[src/rtl/mine_dispatch_if.sv]
// Dispatcher-to-hash-core-array bus: per-core status in, shared chunk bus and load/abort strobes out.
interface mine_dispatch_if #(
    parameter int unsigned NUM_CORES = 4,
    parameter int unsigned NONCE_W   = 32,
    parameter int unsigned CHUNK_W   = 8
);
    logic [NUM_CORES-1:0]         core_idle;
    logic [NUM_CORES-1:0]         core_found;
    logic [NUM_CORES*NONCE_W-1:0] core_found_nonce;
    logic [NUM_CORES-1:0]         core_load;
    logic [NONCE_W-1:0]           core_nonce;
    logic [CHUNK_W:0]             core_count;
    logic                         core_abort;

    modport master (
        input  core_idle, core_found, core_found_nonce,
        output core_load, core_nonce, core_count, core_abort
    );

    modport slave (
        output core_idle, core_found, core_found_nonce,
        input  core_load, core_nonce, core_count, core_abort
    );
endinterface

[src/rtl/mine_dispatch.sv]
// Splits a nonce range into fixed-size chunks, deals them round-robin to hash cores,
// latches the first winner and reports exhaustion.
module mine_dispatch #(
    parameter int unsigned NUM_CORES = 4,
    parameter int unsigned NONCE_W   = 32,
    parameter int unsigned CHUNK_W   = 8
) (
    input  logic               clock,
    input  logic               reset_n,
    input  logic               start,
    input  logic [NONCE_W-1:0] nonce_base,
    input  logic [NONCE_W-1:0] nonce_limit,
    mine_dispatch_if.master    cores,
    output logic               busy,
    output logic               found,
    output logic [NONCE_W-1:0] found_nonce,
    output logic               exhausted,
    output logic [NONCE_W-1:0] chunks_issued
);
    localparam int unsigned PTR_W = (NUM_CORES > 1) ? $clog2(NUM_CORES) : 1;
    localparam int unsigned SUM_W = NONCE_W + 1;
    localparam int unsigned CNT_W = CHUNK_W + 1;
    localparam logic [SUM_W-1:0] CHUNK_SIZE = SUM_W'(1) << CHUNK_W;

    typedef enum logic [2:0] {
        S_IDLE, S_DISPATCH, S_DRAIN, S_FOUND, S_EXHAUSTED
    } state_t;

    state_t state_q, state_d;

    logic [NONCE_W-1:0]   next_q, next_d;
    logic [NONCE_W-1:0]   limit_q, limit_d;
    logic [PTR_W-1:0]     ptr_q, ptr_d;
    logic [NUM_CORES-1:0] load_q, load_d;
    logic [NONCE_W-1:0]   nonce_q, nonce_d;
    logic [CNT_W-1:0]     count_q, count_d;
    logic                 abort_q, abort_d;
    logic                 busy_q, busy_d;
    logic                 found_q, found_d;
    logic [NONCE_W-1:0]   found_nonce_q, found_nonce_d;
    logic                 exh_q, exh_d;
    logic [NONCE_W-1:0]   chunks_q, chunks_d;

    logic [NUM_CORES-1:0] avail;
    logic [PTR_W:0]       cand;
    logic [PTR_W-1:0]     pick_idx;
    logic                 pick_vld;
    logic                 any_found;
    logic [NONCE_W-1:0]   win_nonce;
    logic [SUM_W-1:0]     remaining;
    logic [SUM_W-1:0]     chunk_len;
    logic [SUM_W-1:0]     next_sum;
    logic                 last_fit;
    logic                 last_chunk;

    // Round-robin pick, winner select and chunk arithmetic; a core loaded last cycle is blacked out.
    always_comb begin
        avail    = cores.core_idle & ~load_q;
        pick_vld = 1'b0;
        pick_idx = '0;
        cand     = '0;
        for (int k = NUM_CORES - 1; k >= 0; k--) begin
            cand = {1'b0, ptr_q} + (PTR_W + 1)'(k);
            if (cand >= (PTR_W + 1)'(NUM_CORES)) begin
                cand = cand - (PTR_W + 1)'(NUM_CORES);
            end
            if (avail[cand[PTR_W-1:0]]) begin
                pick_vld = 1'b1;
                pick_idx = cand[PTR_W-1:0];
            end
        end

        any_found = |cores.core_found;
        win_nonce = '0;
        for (int i = NUM_CORES - 1; i >= 0; i--) begin
            if (cores.core_found[i]) begin
                win_nonce = cores.core_found_nonce[i*NONCE_W +: NONCE_W];
            end
        end

        remaining  = {1'b0, limit_q} - {1'b0, next_q} + SUM_W'(1);
        last_fit   = (remaining <= CHUNK_SIZE);
        chunk_len  = last_fit ? remaining : CHUNK_SIZE;
        next_sum   = {1'b0, next_q} + chunk_len;
        last_chunk = last_fit | next_sum[NONCE_W];
    end

    always_ff @(posedge clock or negedge reset_n) begin
        if (!reset_n) begin
            state_q <= S_IDLE;
        end else begin
            state_q <= state_d;
        end
    end

    always_comb begin
        state_d = state_q;
        case (state_q)
            S_IDLE, S_FOUND, S_EXHAUSTED: begin
                if (start) begin
                    state_d = (nonce_base > nonce_limit) ? S_EXHAUSTED : S_DISPATCH;
                end
            end
            S_DISPATCH: begin
                if (any_found) begin
                    state_d = S_FOUND;
                end else if (pick_vld && last_chunk) begin
                    state_d = S_DRAIN;
                end
            end
            S_DRAIN: begin
                // Wait out the cycle of the final load so the last core has dropped idle.
                if (any_found) begin
                    state_d = S_FOUND;
                end else if ((&cores.core_idle) && (load_q == '0)) begin
                    state_d = S_EXHAUSTED;
                end
            end
            default: state_d = S_IDLE;
        endcase
    end

    always_comb begin
        next_d        = next_q;
        limit_d       = limit_q;
        ptr_d         = ptr_q;
        load_d        = '0;
        nonce_d       = nonce_q;
        count_d       = count_q;
        abort_d       = 1'b0;
        found_nonce_d = found_nonce_q;
        chunks_d      = chunks_q;
        case (state_q)
            S_IDLE, S_FOUND, S_EXHAUSTED: begin
                if (start) begin
                    next_d        = nonce_base;
                    limit_d       = nonce_limit;
                    ptr_d         = '0;
                    found_nonce_d = '0;
                    chunks_d      = '0;
                end
            end
            S_DISPATCH, S_DRAIN: begin
                if (any_found) begin
                    found_nonce_d = win_nonce;
                    abort_d       = 1'b1;
                end else if ((state_q == S_DISPATCH) && pick_vld) begin
                    load_d   = NUM_CORES'(1) << pick_idx;
                    nonce_d  = next_q;
                    count_d  = CNT_W'(chunk_len);
                    next_d   = next_sum[NONCE_W-1:0];
                    ptr_d    = (pick_idx == PTR_W'(NUM_CORES - 1)) ? '0 : pick_idx + PTR_W'(1);
                    chunks_d = (chunks_q == '1) ? chunks_q : chunks_q + NONCE_W'(1);
                end
            end
            default: ;
        endcase
        busy_d = (state_d == S_DISPATCH) || (state_d == S_DRAIN);
        found_d = (state_d == S_FOUND);
        exh_d   = (state_d == S_EXHAUSTED);
    end

    always_ff @(posedge clock or negedge reset_n) begin
        if (!reset_n) begin
            next_q        <= '0;
            limit_q       <= '0;
            ptr_q         <= '0;
            load_q        <= '0;
            nonce_q       <= '0;
            count_q       <= '0;
            abort_q       <= 1'b0;
            busy_q        <= 1'b0;
            found_q       <= 1'b0;
            found_nonce_q <= '0;
            exh_q         <= 1'b0;
            chunks_q      <= '0;
        end else begin
            next_q        <= next_d;
            limit_q       <= limit_d;
            ptr_q         <= ptr_d;
            load_q        <= load_d;
            nonce_q       <= nonce_d;
            count_q       <= count_d;
            abort_q       <= abort_d;
            busy_q        <= busy_d;
            found_q       <= found_d;
            found_nonce_q <= found_nonce_d;
            exh_q         <= exh_d;
            chunks_q      <= chunks_d;
        end
    end

    assign cores.core_load  = load_q;
    assign cores.core_nonce = nonce_q;
    assign cores.core_count = count_q;
    assign cores.core_abort = abort_q;
    assign busy             = busy_q;
    assign found            = found_q;
    assign found_nonce      = found_nonce_q;
    assign exhausted        = exh_q;
    assign chunks_issued    = chunks_q;
endmodule

[src/flat_wrapper.sv]
// flat-port wrapper written by rule: the top's interface ports become plain ports
module mine_dispatch_flat 
#(
    parameter int unsigned NUM_CORES = 4,
    parameter int unsigned NONCE_W   = 32,
    parameter int unsigned CHUNK_W   = 8
)
  (clock, reset_n, start, nonce_base, nonce_limit, busy, found, found_nonce, exhausted, chunks_issued, cores_core_idle, cores_core_found, cores_core_found_nonce, cores_core_load, cores_core_nonce, cores_core_count, cores_core_abort);
  mine_dispatch_if #(.NUM_CORES(NUM_CORES), .NONCE_W(NONCE_W), .CHUNK_W(CHUNK_W)) cores_i ();
  input  logic clock;
  input  logic reset_n;
  input  logic start;
  input  logic [NONCE_W-1:0] nonce_base;
  input  logic [NONCE_W-1:0] nonce_limit;
  output logic busy;
  output logic found;
  output logic [NONCE_W-1:0] found_nonce;
  output logic exhausted;
  output logic [NONCE_W-1:0] chunks_issued;
  input wire logic [$bits(cores_i.core_idle)-1:0] cores_core_idle;
  input wire logic [$bits(cores_i.core_found)-1:0] cores_core_found;
  input wire logic [$bits(cores_i.core_found_nonce)-1:0] cores_core_found_nonce;
  output wire logic [$bits(cores_i.core_load)-1:0] cores_core_load;
  output wire logic [$bits(cores_i.core_nonce)-1:0] cores_core_nonce;
  output wire logic [$bits(cores_i.core_count)-1:0] cores_core_count;
  output wire logic [$bits(cores_i.core_abort)-1:0] cores_core_abort;
  assign cores_i.core_idle = cores_core_idle;
  assign cores_i.core_found = cores_core_found;
  assign cores_i.core_found_nonce = cores_core_found_nonce;
  assign cores_core_load = cores_i.core_load;
  assign cores_core_nonce = cores_i.core_nonce;
  assign cores_core_count = cores_i.core_count;
  assign cores_core_abort = cores_i.core_abort;
  mine_dispatch #(.NUM_CORES(NUM_CORES), .NONCE_W(NONCE_W), .CHUNK_W(CHUNK_W)) u_core (.clock(clock), .reset_n(reset_n), .start(start), .nonce_base(nonce_base), .nonce_limit(nonce_limit), .cores(cores_i), .busy(busy), .found(found), .found_nonce(found_nonce), .exhausted(exhausted), .chunks_issued(chunks_issued));
endmodule
[config.mk]
export PLATFORM = sky130hd
export DESIGN_NAME = mine_dispatch_flat
export DESIGN_NICKNAME = d
export VERILOG_FILES = /design/src/rtl/mine_dispatch_if.sv /design/src/rtl/mine_dispatch.sv /design/src/flat_wrapper.sv
export SDC_FILE = /design/constraint.sdc
export NUM_CORES = 1
export LEC_CHECK = 0
export ABC_AREA = 1
export CORE_UTILIZATION = 30
export CTS_CLUSTER_DIAMETER = 120
export DETAILED_ROUTE_END_ITERATION = 10
export PLACE_DENSITY_LB_ADDON = 0.05
export SYNTH_ARGS = -nofsm -noshare
export SYNTH_HDL_FRONTEND = slang
export SYNTH_SLANG_ARGS = --single-unit
[constraint.sdc]
create_clock -name clock -period 5.02 [get_ports clock]
set_input_delay 0.502 -clock clock [delete_from_list [all_inputs] [get_ports clock]]
set_output_delay 0.502 -clock clock [all_outputs]
set_load 0.03 [all_outputs]
**Word-level counts from Yosys, hierarchy flattened**

Index checks and enable logic that the tools add are counted.

- Word-level logic and storage cells: 124
- Input bits: 203
- Register bits after elaboration: 182

- Mux-type cells: 53
- $add $sub $neg: 12
- Bitwise gates (word level): 4
- Shift-type cells: 1
- Eq/ne operators: 15
- Reductions and logical operators: 16
- Magnitude comparators: 10

Operator list:

| kind | count |
|---|---|
| 32-bit 2-to-1 mux | 12 |
| 32-bit one-hot mux with 2 select lines | 3 |
| 32-bit by 33-bit adder with 33-bit output | 1 |
| 33-bit by 1-bit adder with 33-bit output, second input constant | 1 |
| 33-bit by 9-bit <= comparator with 1-bit output, second input constant | 1 |
| 33-bit 2-to-1 mux | 1 |
| 32-bit by 32-bit subtractor with 33-bit output | 1 |
| 32-bit by 1-bit adder with 32-bit output, second input constant | 1 |
| 32-bit equality test, second input constant | 1 |
| 32-bit > comparator | 1 |
| 2-bit 2-to-1 mux | 12 |
| 3-bit 2-to-1 mux | 6 |
| 3-bit by 2-bit equality test with 1-bit output, second input constant | 4 |
| 2-bit by 3-bit < comparator with 1-bit output, second input constant | 4 |
| 4-bit 2-to-1 mux | 3 |
| 1-bit 2-to-1 mux | 10 |
| 3-bit >= comparator, second input constant | 3 |
| 3-bit one-hot mux with 3 select lines | 1 |
| 1-bit binary-select mux with 2-bit select | 4 |
| 4-bit AND reduction | 2 |
| 2-bit by 1-bit subtractor with 2-bit output, second input constant | 4 |
| 2-bit by 2-bit adder with 3-bit output, second input constant | 2 |
| 3-bit by 1-bit equality test with 1-bit output, second input constant | 2 |
| 3-bit equality test, second input constant | 2 |
| other kinds (23) | 29 |

**Depth between registers and ports, before layout**

Gate-level depths: netlist of run 1.

- Depth after elaboration: 15
- Gate-level depth with buffers: 41
- Mapped depth without buffers: 41

**Worst setup path after synthesis of run 1**

Ideal clock, no wire load.

- Kind: reg2reg
- From: reg u_core.next_q[1]
- To: reg u_core.next_q[22]
- Slack: -25 ps
- Path buffers: 0
- Data required time: 4,937 ps
- Cell stages (with the launch flop): 33
- Data arrival time: 4,963 ps
- Cells stage by stage: dfrtp_1 ha_1 inv_1 ha_1 inv_1 fa_1 inv_1 nand3_1 nand3_1 nand2_1 nand2_1 nand3_1 nand3_1 nand2_1 or3_1 nor3_1 nand3b_1 nor2_1 ha_1 fa_1 nand3_1 nand3_1 nand2_1 nand3_1 o21ai_0 o21bai_1 a21boi_0 o21ai_0 a21oi_1 or2_2 nand3_1 o211ai_1 o21ai_0

- Word-level cells in the longest chain between the ends: 8

RTL lines:

| what | RTL line | source |
|---|---|---|
| start: declaration | mine_dispatch.sv:31 | `logic [NONCE_W-1:0] next_q, next_d;` |
| start signal: assignment | mine_dispatch.sv:178 | `next_q <= next_d;` |
| 32-bit by 32-bit subtractor with 33-bit output | mine_dispatch.sv:81 | `remaining = {1'b0, limit_q} - {1'b0, next_q} + SUM_W'(1);` |
| 33-bit by 1-bit adder with 33-bit output | mine_dispatch.sv:81 |  |
| 33-bit by 9-bit <= comparator with 1-bit output | mine_dispatch.sv:82 | `last_fit = (remaining <= CHUNK_SIZE);` |
| 33-bit 2-to-1 mux | mine_dispatch.sv:83 | `chunk_len = last_fit ? remaining : CHUNK_SIZE;` |
| via u_core.chunk_len[0] | mine_dispatch.sv:51 | `logic [SUM_W-1:0] chunk_len;` |
| 32-bit by 33-bit adder with 33-bit output | mine_dispatch.sv:84 | `next_sum = {1'b0, next_q} + chunk_len;` |
| 32-bit 2-to-1 mux | mine_dispatch.sv:147 | `end else if ((state_q == S_DISPATCH) && pick_vld) begin` |
| 32-bit 2-to-1 mux | mine_dispatch.sv:144 | `if (any_found) begin` |
| 32-bit one-hot mux with 2 select lines | mine_dispatch.sv:133 | `case (state_q)` |

The timed path passes the listed nets, and every way through them passes these cells. The select of a mux whose other input is x is not followed.
A chain may end at the register's enable or synchronous reset.

**Worst setup path after layout of run 1**

- From: reg u_core.limit_q[1]
- To: reg u_core.next_q[21]

- Word-level cells in the longest chain between the ends: 8

RTL lines:

| what | RTL line | source |
|---|---|---|
| start: declaration | mine_dispatch.sv:32 | `logic [NONCE_W-1:0] limit_q, limit_d;` |
| start signal: assignment | mine_dispatch.sv:179 | `limit_q <= limit_d;` |
| 32-bit by 32-bit subtractor with 33-bit output * | mine_dispatch.sv:81 |  |
| 33-bit by 1-bit adder with 33-bit output * | mine_dispatch.sv:81 |  |
| 33-bit by 9-bit <= comparator with 1-bit output | mine_dispatch.sv:82 |  |
| 33-bit 2-to-1 mux * | mine_dispatch.sv:83 |  |
| via u_core.chunk_len[1] | mine_dispatch.sv:51 |  |
| 32-bit by 33-bit adder with 33-bit output * | mine_dispatch.sv:84 |  |
| 32-bit 2-to-1 mux * | mine_dispatch.sv:147 |  |
| 32-bit 2-to-1 mux * | mine_dispatch.sv:144 |  |
| 32-bit one-hot mux with 2 select lines * | mine_dispatch.sv:133 |  |

Mark *: on every way through the listed nets, which the timed path passes. The rest lies on a longest branch. The select of a mux whose other input is x is not followed.

==> results of run 1 <==
==> layer usage <==
metal	GRT usage	vias up	wire length, um	part of all wire
met3	0.0475	56	2860	0.049
li1	-	8001	-	-
met5	0	-	13	0.00022
met1	0.312	7314	27200	0.47
met4	0.0708	2	1220	0.021
met2	0.388	361	26900	0.46
==> repair_timing <==
action | 4_1_cts | 5_1_grt
setup buffers | 9 | 18
resized for setup | 68 | 149
setup endpoints to repair | 23 | 26
pin swaps | 7 | 37
==> power by group through the flow <==
stage	registers, uW	clock network, uW	logic, uW
2_1_floorplan	2920	0	5490
3_3_place_gp	2410	0	11300
3_5_place_dp	2420	0	11300
4_1_cts	2410	1430	11900
5_1_grt	2500	1480	14200
6_report	2430	1390	12800
==> synth_stat cells (15+ instances only) <==
cell	number
nand2_1	544
inv_1	306
o21ai_0	234
dfrtp_1	182
nor2_1	161
ha_1	132
a21oi_1	112
nand3_1	70
clkbuf_1	57
nor3_1	36
nand4_1	30
a22oi_1	25
xor2_1	23
a221oi_1	15
==> logic make-up after synthesis <==
family / Yosys count / synth area share
buffers and inverters: 375 / 0.0978
AOI/OAI and AO/OA: 463 / 0.182
other: 1 / 0.000260
adders and majority gates: 134 / 0.117
xor gates and xnor gates: 36 / 0.0219
muxes: 2 / 0.00156
and+or+nand+nor: 899 / 0.263
DFF: 182 / 0.316
==> per-stage QoR <==
stage	cell area, um^2	utilization	TNS (ns)	hold WS, ns
finish	21700	0.461	0	0.0679
global route	21700	0.461	-3.15	0.134
CTS	20800	0.443	0	0.103
detailed placement	19900	0.423	-5.79	0.472
global placement	19900	0.423	-3.87	0.466
floorplan	14500	-	0	0.206
==> cell type report <==
type / instances / share of cell area
inverter: 315 / 0.0547
clock inverter: 13 / 0.00601
sequential: 182 / 0.210
multi-input combinational: 1557 / 0.440
clock buffer: 19 / 0.0204
timing repair buffer: 565 / 0.233
antenna: 1 / 0.000116
tap: 607 / 0.0351
==> state kept, by name, indices dropped and copies added, names as in the netlist, 2 cells and up <==
name,cells
u_core.chunks_issued,32
u_core.cores.core_count,9
u_core.cores.core_load,4
u_core.cores.core_nonce,32
u_core.found_nonce,32
u_core.limit_q,32
u_core.next_q,32
u_core.ptr_q,2
u_core.state_q,3
==> worst max path at each step <==
stage / cells past startpoint / to / slack (ns)
after floorplan: 32 / u_core.next_q[24]$_DFFE_PN0P_ / 0.04
after global placement: 32 / u_core.next_q[21]$_DFFE_PN0P_ / -0.38
after detailed placement: 32 / u_core.next_q[21]$_DFFE_PN0P_ / -0.50
after CTS: 36 / u_core.next_q[21]$_DFFE_PN0P_ / 0.003
after global routing: 39 / u_core.next_q[30]$_DFFE_PN0P_ / -0.28
final: 36 / u_core.next_q[21]$_DFFE_PN0P_ / 0.07
==> flow_summary_export.csv, run 1 <==
group,metric,value,unit
outcome,status,"complete, no violations",
timing,setup_viol_count_final,0,
critical_path,critPathMaxStageDelay,0.40,ns
timing,finalHoldViolCount,0,
pwr,ir_drop,0.400,mV
route,drt_iter0_markers,837,
synthesis,netlist.area_leader.share,0.316,
cts,cts_tree,"built",
finish,multiInputGateArea,0.00953,mm^2
floorplanning,die-area,0.0489,mm^2
synthesis,ys_warn_count,0,
synthesis,yosys_most_used_dff,"dfrtp_1",
critical_path,worstPathBufferInverterCount,7,
pwr,p_switching,8340,uW
placed_design,place_worst_setup_slack,-0.498,ns
cts,cts_hold_buffers,0,
global_routing,gr-total-overflow,0,
cts,cts_made_buffers,17,
critical_path,r2r_setup_slack,0.07,ns
global_routing,antenna_found_initial,2,
pwr,power_density,769,mW/mm^2
synthesis,syn_area,0.0144,mm^2
route,drt_pass1_iterations,5,
floorplanning,die_w,221,um
timing,slew_headroom,0.236,
floorplanning,start_util,0.307,
critical_path,crit_required,5.38,ns
synthesis,postSynth.asyncResetShare,1.00,
critical_path,crit_top_cell,"nand2_1",
pwr,p_leak,0.0103,uW
finish,instances_no_fill,3259,
floorplanning,coreArea,0.0470,mm^2
cts,clock_sinks,182,
cts,clockRootBuffer,"clkbuf_16",
finish,nets,2975,
synthesis,seq_area_frac_synth,0.316,
global_routing,grt_pass1_vias,15400,
flow_run,max_cap_viol_count,0,
global_routing,grt_max_degree,88,
critical_path,crit_start,"u_core.limit_q[1]$_DFFE_PN0P_",
timing,finalWorstSetupSlack,0.0702,ns
floorplanning,ios,316,
timing,rsz0062_at_grt,"yes",
route,totalWireLength,58200,um
pwr,clkPwrFrac,0.083,
route,viasPerCell,4.83,
pwr,intPower,8320,uW
pwr,combPwrFrac,0.771,
placed_design,gp_congestion,0.899,
global_routing,grt_usage,0.236,
cts,htree_levels,4,
route,wl_per_cell,17.8,um
synthesis,synth_cell_types,56,
synthesis,synth_edf_count,0,
timing,drv_slew,0,
timing,fmax,202,MHz
synthesis,ys_ff_latch,182,
timing,tightest_slew,1.15,ns
critical_path,critPathArrivalTime,5.31,ns
critical_path,slowest_stage,"fa_2",
cts,clock_path_buffers,2,
route,postRouteAntennaNets,0,
route,drc,0,
finish,seq_area,0.00455,mm^2
timing,fin_crit_sh,0.986,
finish,layout_common_cells,"513 x nand2_1, 314 x clkdlybuf4s50_1, 286 x inv_1, 244 x buf_4, 218 x o21ai_0",
route,dr_total_vias,15700,
floorplanning,row_count,79,
pwr,sw_frac_of_total,0.501,
pwr,total_power,16700,uW
critical_path,start_kind,"flip-flop",
finish,fillCellCount,4891,
synthesis,synth.area.top_cells,"dfrtp_1 32%, nand2_1 14%, ha_1 11%, o21ai_0 8.1%, inv_1 8.0%",
timing,worst_clock_skew,0.0154,ns
critical_path,critPathKind,"flip-flop to flip-flop",
placed_design,dp.cells,3201,
critical_path,rr_endpoint,"u_core.next_q[21]$_DFFE_PN0P_",
placed_design,dp_hpwl,45800,um
critical_path,reg2reg_depth,36,
finish,final_common_cell,"nand2_1",
pwr,pwr-share-seq,0.146,
placed_design,port_buffers,315,
min_path,hold_class,"primary input to asynchronous set/reset pin",
critical_path,timing.rr.start,"u_core.limit_q[1]$_DFFE_PN0P_",
critical_path,cp_max_fo,7,
synthesis,synth.avg_cell_area,6.89,um^2
synthesis,syn_inst,2092,
cts,clkTransAtPathRegs,0.08,ns
critical_path,crit_path_end_kind,"flip-flop",
timing,min_period,4.95,ns
finish,synthToLayoutAreaGrowth,50.3,%
cts,worstSkewPairLatency,0.51,ns
floorplanning,die_y,221,um
critical_path,crit_family,"simple AND/OR/NAND/NOR gates",
finish,drive_gt1_frac,0.186,
global_routing,grt_pass1_wl,89100,um
synthesis,yosysTopAreaCell,"dfrtp_1",
Power figures use the tool's default switching activity.
==> run 2: changes to the inputs <==
Settings changed: SETUP_SLACK_MARGIN set to 0.5.
==> flow_summary_export.csv, run 2 (synthesized netlist as in run 1, its figures left out) <==
group,metric,value,unit
timing,setup_viol_count_final,0,
route,drt_pass1_iterations,9,
pwr,combPwrFrac,0.765,
route,dr_total_vias,15700,
critical_path,slowest_stage,"fa_2",
cts,clock_sinks,182,
cts,clkTransAtPathRegs,0.07,ns
critical_path,worstPathBufferInverterCount,10,
critical_path,crit_top_cell,"buf_6",
critical_path,start_kind,"flip-flop",
critical_path,crit_family,"simple AND/OR/NAND/NOR gates",
critical_path,critPathMaxStageDelay,0.39,ns
route,postRouteAntennaNets,0,
pwr,power_density,773,mW/mm^2
route,totalWireLength,58600,um
pwr,p_leak,0.0103,uW
outcome,status,"complete, no violations",
floorplanning,row_count,79,
pwr,total_power,16600,uW
placed_design,gp_congestion,0.902,
cts,cts_tree,"built",
route,wl_per_cell,18.0,um
placed_design,dp_hpwl,46500,um
placed_design,port_buffers,315,
timing,min_period,5.01,ns
pwr,sw_frac_of_total,0.502,
global_routing,grt_usage,0.240,
floorplanning,start_util,0.307,
route,drc,0,
cts,htree_levels,4,
timing,finalHoldViolCount,0,
pwr,intPower,8280,uW
critical_path,crit_required,5.38,ns
global_routing,grt_max_degree,102,
finish,nets,2963,
flow_run,max_cap_viol_count,0,
timing,final.setup.tns,0,ns
global_routing,antenna_found_initial,2,
timing,tightest_slew,1.17,ns
finish,drive_gt1_frac,0.173,
floorplanning,coreArea,0.0470,mm^2
route,drt_iter0_markers,920,
floorplanning,die_y,221,um
finish,instances_no_fill,3248,
critical_path,crit_path_end_kind,"flip-flop",
cts,worstSkewPairLatency,0.50,ns
timing,drv_slew,0,
critical_path,critPathKind,"flip-flop to flip-flop",
timing,fin_crit_sh,0.997,
cts,cts_hold_buffers,0,
pwr,clkPwrFrac,0.090,
finish,synthToLayoutAreaGrowth,49.2,%
min_path,hold_class,"primary input to asynchronous set/reset pin",
timing,slew_headroom,0.220,
finish,final_common_cell,"nand2_1",
timing,rsz0062_at_grt,"yes",
critical_path,critPathArrivalTime,5.37,ns
timing,timing.hold.ws,0.0372,ns
critical_path,cp_max_fo,5,
floorplanning,die-area,0.0489,mm^2
floorplanning,die_w,221,um
critical_path,timing.rr.start,"u_core.next_q[1]$_DFFE_PN0P_",
timing,fmax,200,MHz
cts,cts_made_buffers,17,
cts,clockRootBuffer,"clkbuf_16",
timing,worst_clock_skew,0.00919,ns
finish,final_core_util,0.458,
floorplanning,ios,316,
finish,layout_common_cells,"519 x nand2_1, 314 x clkdlybuf4s50_1, 284 x inv_1, 215 x buf_4, 205 x o21ai_0",
route,viasPerCell,4.85,
pwr,ir_drop,0.411,mV
global_routing,grt_pass1_wl,90600,um
global_routing,gr-total-overflow,0,
critical_path,crit_start,"u_core.next_q[1]$_DFFE_PN0P_",
pwr,pwr-share-seq,0.145,
placed_design,dp.cells,3163,
finish,fillCellCount,4894,
global_routing,grt_pass1_vias,15700,
cts,clock_path_buffers,2,
pwr,p_switching,8350,uW
[run 2: through the flow]
| stage | cell area (um^2) | setup slack (ns) |
|---|---|---|
| 2_1_floorplan | 14600 | 0.389 |
| 3_3_place_gp | 19700 | -0.372 |
| 3_5_place_dp | 19700 | -0.295 |
| 4_1_cts | 20900 | 0.0899 |
| 5_1_grt | 21500 | -0.306 |
| 6_report | 21500 | 0.0131 |
[run 2: power groups by stage]
stage	Combinational, uW	Clock [uW]	Sequential (uW)
global placement	10900	0	2420
finish	12700	1500	2410
global route	14000	1590	2490
detailed placement	10900	0	2430
CTS	11900	1550	2410
floorplan	5580	0	2920
[run 2: worst paths after layout]
path,end,slack [ns],depth (start not counted)
setup / recovery,u_core.next_q[26]$_DFFE_PN0P_,0.01,34
hold / removal,u_core.limit_q[6]$_DFFE_PN0P_,0.04,1
setup reg to reg,u_core.next_q[26]$_DFFE_PN0P_,0.01,34
hold reg to reg,u_core.cores.core_nonce[12]$_DFFE_PN0P_,0.49,2
max in group asynchronous,u_core.chunks_issued[26]$_DFFE_PN0P_,3.80,2
min in group clock,u_core.cores.core_nonce[12]$_DFFE_PN0P_,0.49,2
[run 2: layout make-up]
type | instances | area, um^2 | share of cell area
clock inverter | 15 | 190 | 0.00885
tap | 607 | 759 | 0.0353
sequential | 182 | 4550 | 0.212
timing repair buffer | 553 | 5030 | 0.234
inverter | 315 | 1180 | 0.0550
antenna | 2 | 5.00 | 0.000233
clock buffer | 17 | 425 | 0.0198
multi-input combinational | 1557 | 9350 | 0.435
[run 2: routing by layer]
| layer | track usage | vias to the layer above | part of all wire |
|---|---|---|---|
| met2 | 0.401 | 355 | 0.47 |
| met5 | 0 | - | 0 |
| li1 | - | 7966 | - |
| met3 | 0.0445 | 58 | 0.044 |
| met1 | 0.313 | 7363 | 0.47 |
| met4 | 0.0733 | 0 | 0.020 |
[run 2: timing repair]
item,CTS,global route
buffers inserted,33,18
endpoints found under the hold margin,0,0
pin swaps,34,49
setup endpoints to repair,30,33
gates resized for setup,95,100
==> run 3: changes to the inputs <==
Settings changed: CTS_CLUSTER_SIZE set to 40.
Clock period 5.02 ns to 4.9 ns, I/O delays scaled along.
==> flow_summary_export.csv, run 3 (synthesized netlist as in run 1, its figures left out) <==
group,metric,value,unit
timing,timing.hold.ws,0.0796,ns
route,drt_pass1_iterations,5,
critical_path,rr_endpoint,"u_core.next_q[18]$_DFFE_PN0P_",
cts,clkTransAtPathRegs,0.07,ns
timing,fin_crit_sh,1.02,
route,totalWireLength,58000,um
cts,clock_sinks,182,
timing,rsz0062_at_grt,"yes",
pwr,p_leak,0.0105,uW
placed_design,dp_hpwl,45500,um
critical_path,crit_top_cell,"inv_2",
finish,layout_common_cells,"498 x nand2_1, 314 x clkdlybuf4s50_1, 277 x inv_1, 252 x buf_4, 201 x o21ai_0",
cts,worstSkewPairLatency,0.50,ns
global_routing,grt_pass1_wl,88800,um
timing,min_period,5.01,ns
critical_path,crit_start,"u_core.limit_q[1]$_DFFE_PN0P_",
route,postRouteAntennaNets,0,
min_path,hold_class,"primary input to asynchronous set/reset pin",
outcome,status,"finished, violations left",
floorplanning,coreArea,0.0470,mm^2
placed_design,gp_congestion,0.894,
critical_path,crit_path_end_kind,"flip-flop",
timing,fmax,200,MHz
cts,cts_tree,"built",
floorplanning,die_y,221,um
global_routing,grt_max_degree,93,
timing,drv_slew,0,
floorplanning,die-area,0.0489,mm^2
critical_path,critPathMaxStageDelay,0.38,ns
global_routing,grt_usage,0.235,
finish,drive_gt1_frac,0.207,
finish,nets,2995,
route,dr_total_vias,15900,
route,viasPerCell,4.84,
cts,clockRootBuffer,"clkbuf_16",
cts,cts_made_buffers,17,
critical_path,timing.rr.start,"u_core.limit_q[1]$_DFFE_PN0P_",
flow_run,max_cap_viol_count,0,
cts,htree_levels,4,
critical_path,crit_path_end,"u_core.next_q[18]$_DFFE_PN0P_",
floorplanning,ios,316,
timing,final.setup.tns,-0.376,ns
timing,slew_headroom,0.241,
critical_path,start_kind,"flip-flop",
finish,final_common_cell,"nand2_1",
critical_path,critPathArrivalTime,5.38,ns
route,drc,0,
placed_design,port_buffers,315,
timing,finalWorstSetupSlack,-0.112,ns
critical_path,crit_required,5.27,ns
timing,worst_clock_skew,0.0193,ns
finish,synthToLayoutAreaGrowth,52.8,%
global_routing,gr-total-overflow,0,
cts,clock_path_buffers,2,
floorplanning,start_util,0.307,
global_routing,grt_pass1_vias,15700,
global_routing,antenna_found_initial,1,
critical_path,r2r_setup_slack,-0.11,ns
floorplanning,die_w,221,um
pwr,ir_drop,0.306,mV
critical_path,slowest_stage,"dfrtp_1",
timing,setup_viol_count_final,10,
critical_path,reg2reg_depth,31,
outcome,violations,"negative setup slack",
cts,cts_hold_buffers,0,
route,drt_iter0_markers,936,
timing,tightest_slew,1.14,ns
critical_path,cp_max_fo,7,
timing,finalHoldViolCount,0,
floorplanning,row_count,79,
pwr,power_density,785,mW/mm^2
route,wl_per_cell,17.7,um
critical_path,critPathKind,"flip-flop to flip-flop",
## run 3: final cells by class
cell class                      instances  area, um^2
Clock buffer                           21         460
Clock inverter                         11         115
Timing Repair Buffer                  585        5260
Inverter                              315        1180
Antenna cell                            1        2.50
Sequential cell                       182        4550
Tap cell                              607         759
Fill cell                            4774       24900
Multi-Input combinational cell       1557        9690
## run 3: power breakdown
| group | internal, uW | total (uW) | switching, uW |
|---|---|---|---|
| clock | 734 | 1420 | 688 |
| sequential | 2100 | 2480 | 374 |
| combinational | 5840 | 13400 | 7560 |
| total | 8680 | 17300 | 8620 |
## run 3: worst min-delay path by stage
stage	startpoint	end	slack, ns
floorplan	reset_n	u_core.busy$_DFF_PN0_	0.19
global placement	u_core.found_nonce[5]$_DFFE_PN0P_	u_core.found_nonce[5]$_DFFE_PN0P_	0.47
detailed placement	u_core.cores.core_nonce[1]$_DFFE_PN0P_	u_core.cores.core_nonce[1]$_DFFE_PN0P_	0.47
CTS	reset_n	u_core.limit_q[7]$_DFFE_PN0P_	0.07
global route	reset_n	u_core.limit_q[7]$_DFFE_PN0P_	0.13
finish	reset_n	u_core.limit_q[7]$_DFFE_PN0P_	0.08
## run 3: critical path: cells and delay by family (launching register included)
kind	cells	cell delay, ns
flip-flops	1	0.38
AND/OR/NAND/NOR	10	1.29
buffers and inverters	8	0.84
AO/OA/AOI/OAI	7	1.17
adder cells (fa/ha/maj)	4	0.95
XOR/XNOR	2	0.26
## run 3: metal layers
layer / vias to the layer above / global-route usage / share of wire
met4: 0 / 0.0650 / 0.022
met3: 62 / 0.0517 / 0.050
met5: - / 0 / 0
met1: 7379 / 0.306 / 0.46
met2: 389 / 0.389 / 0.47
li1: 8025 / - / -
## run 3: through the flow
step / setup WS (ns) / cells / util / instance area [um^2] / total power (uW)
floorplan: 0.269 / 2114 / - / 14600 / 8710
global placement: -0.293 / 3185 / 0.423 / 19900 / 13800
detailed placement: -0.376 / 3185 / 0.423 / 19900 / 13900
CTS: -0.0584 / 3256 / 0.451 / 21200 / 16200
global route: -0.426 / 3279 / 0.469 / 22000 / 18800
finish: -0.112 / 3279 / 0.469 / 22000 / 17300
## run 3: repair_timing
| item | CTS | global route |
|---|---|---|
| resized for setup | 108 | 153 |
| endpoints found under the setup margin | 32 | 34 |
| buffers inserted | 39 | 22 |
| pin swaps | 50 | 70 |
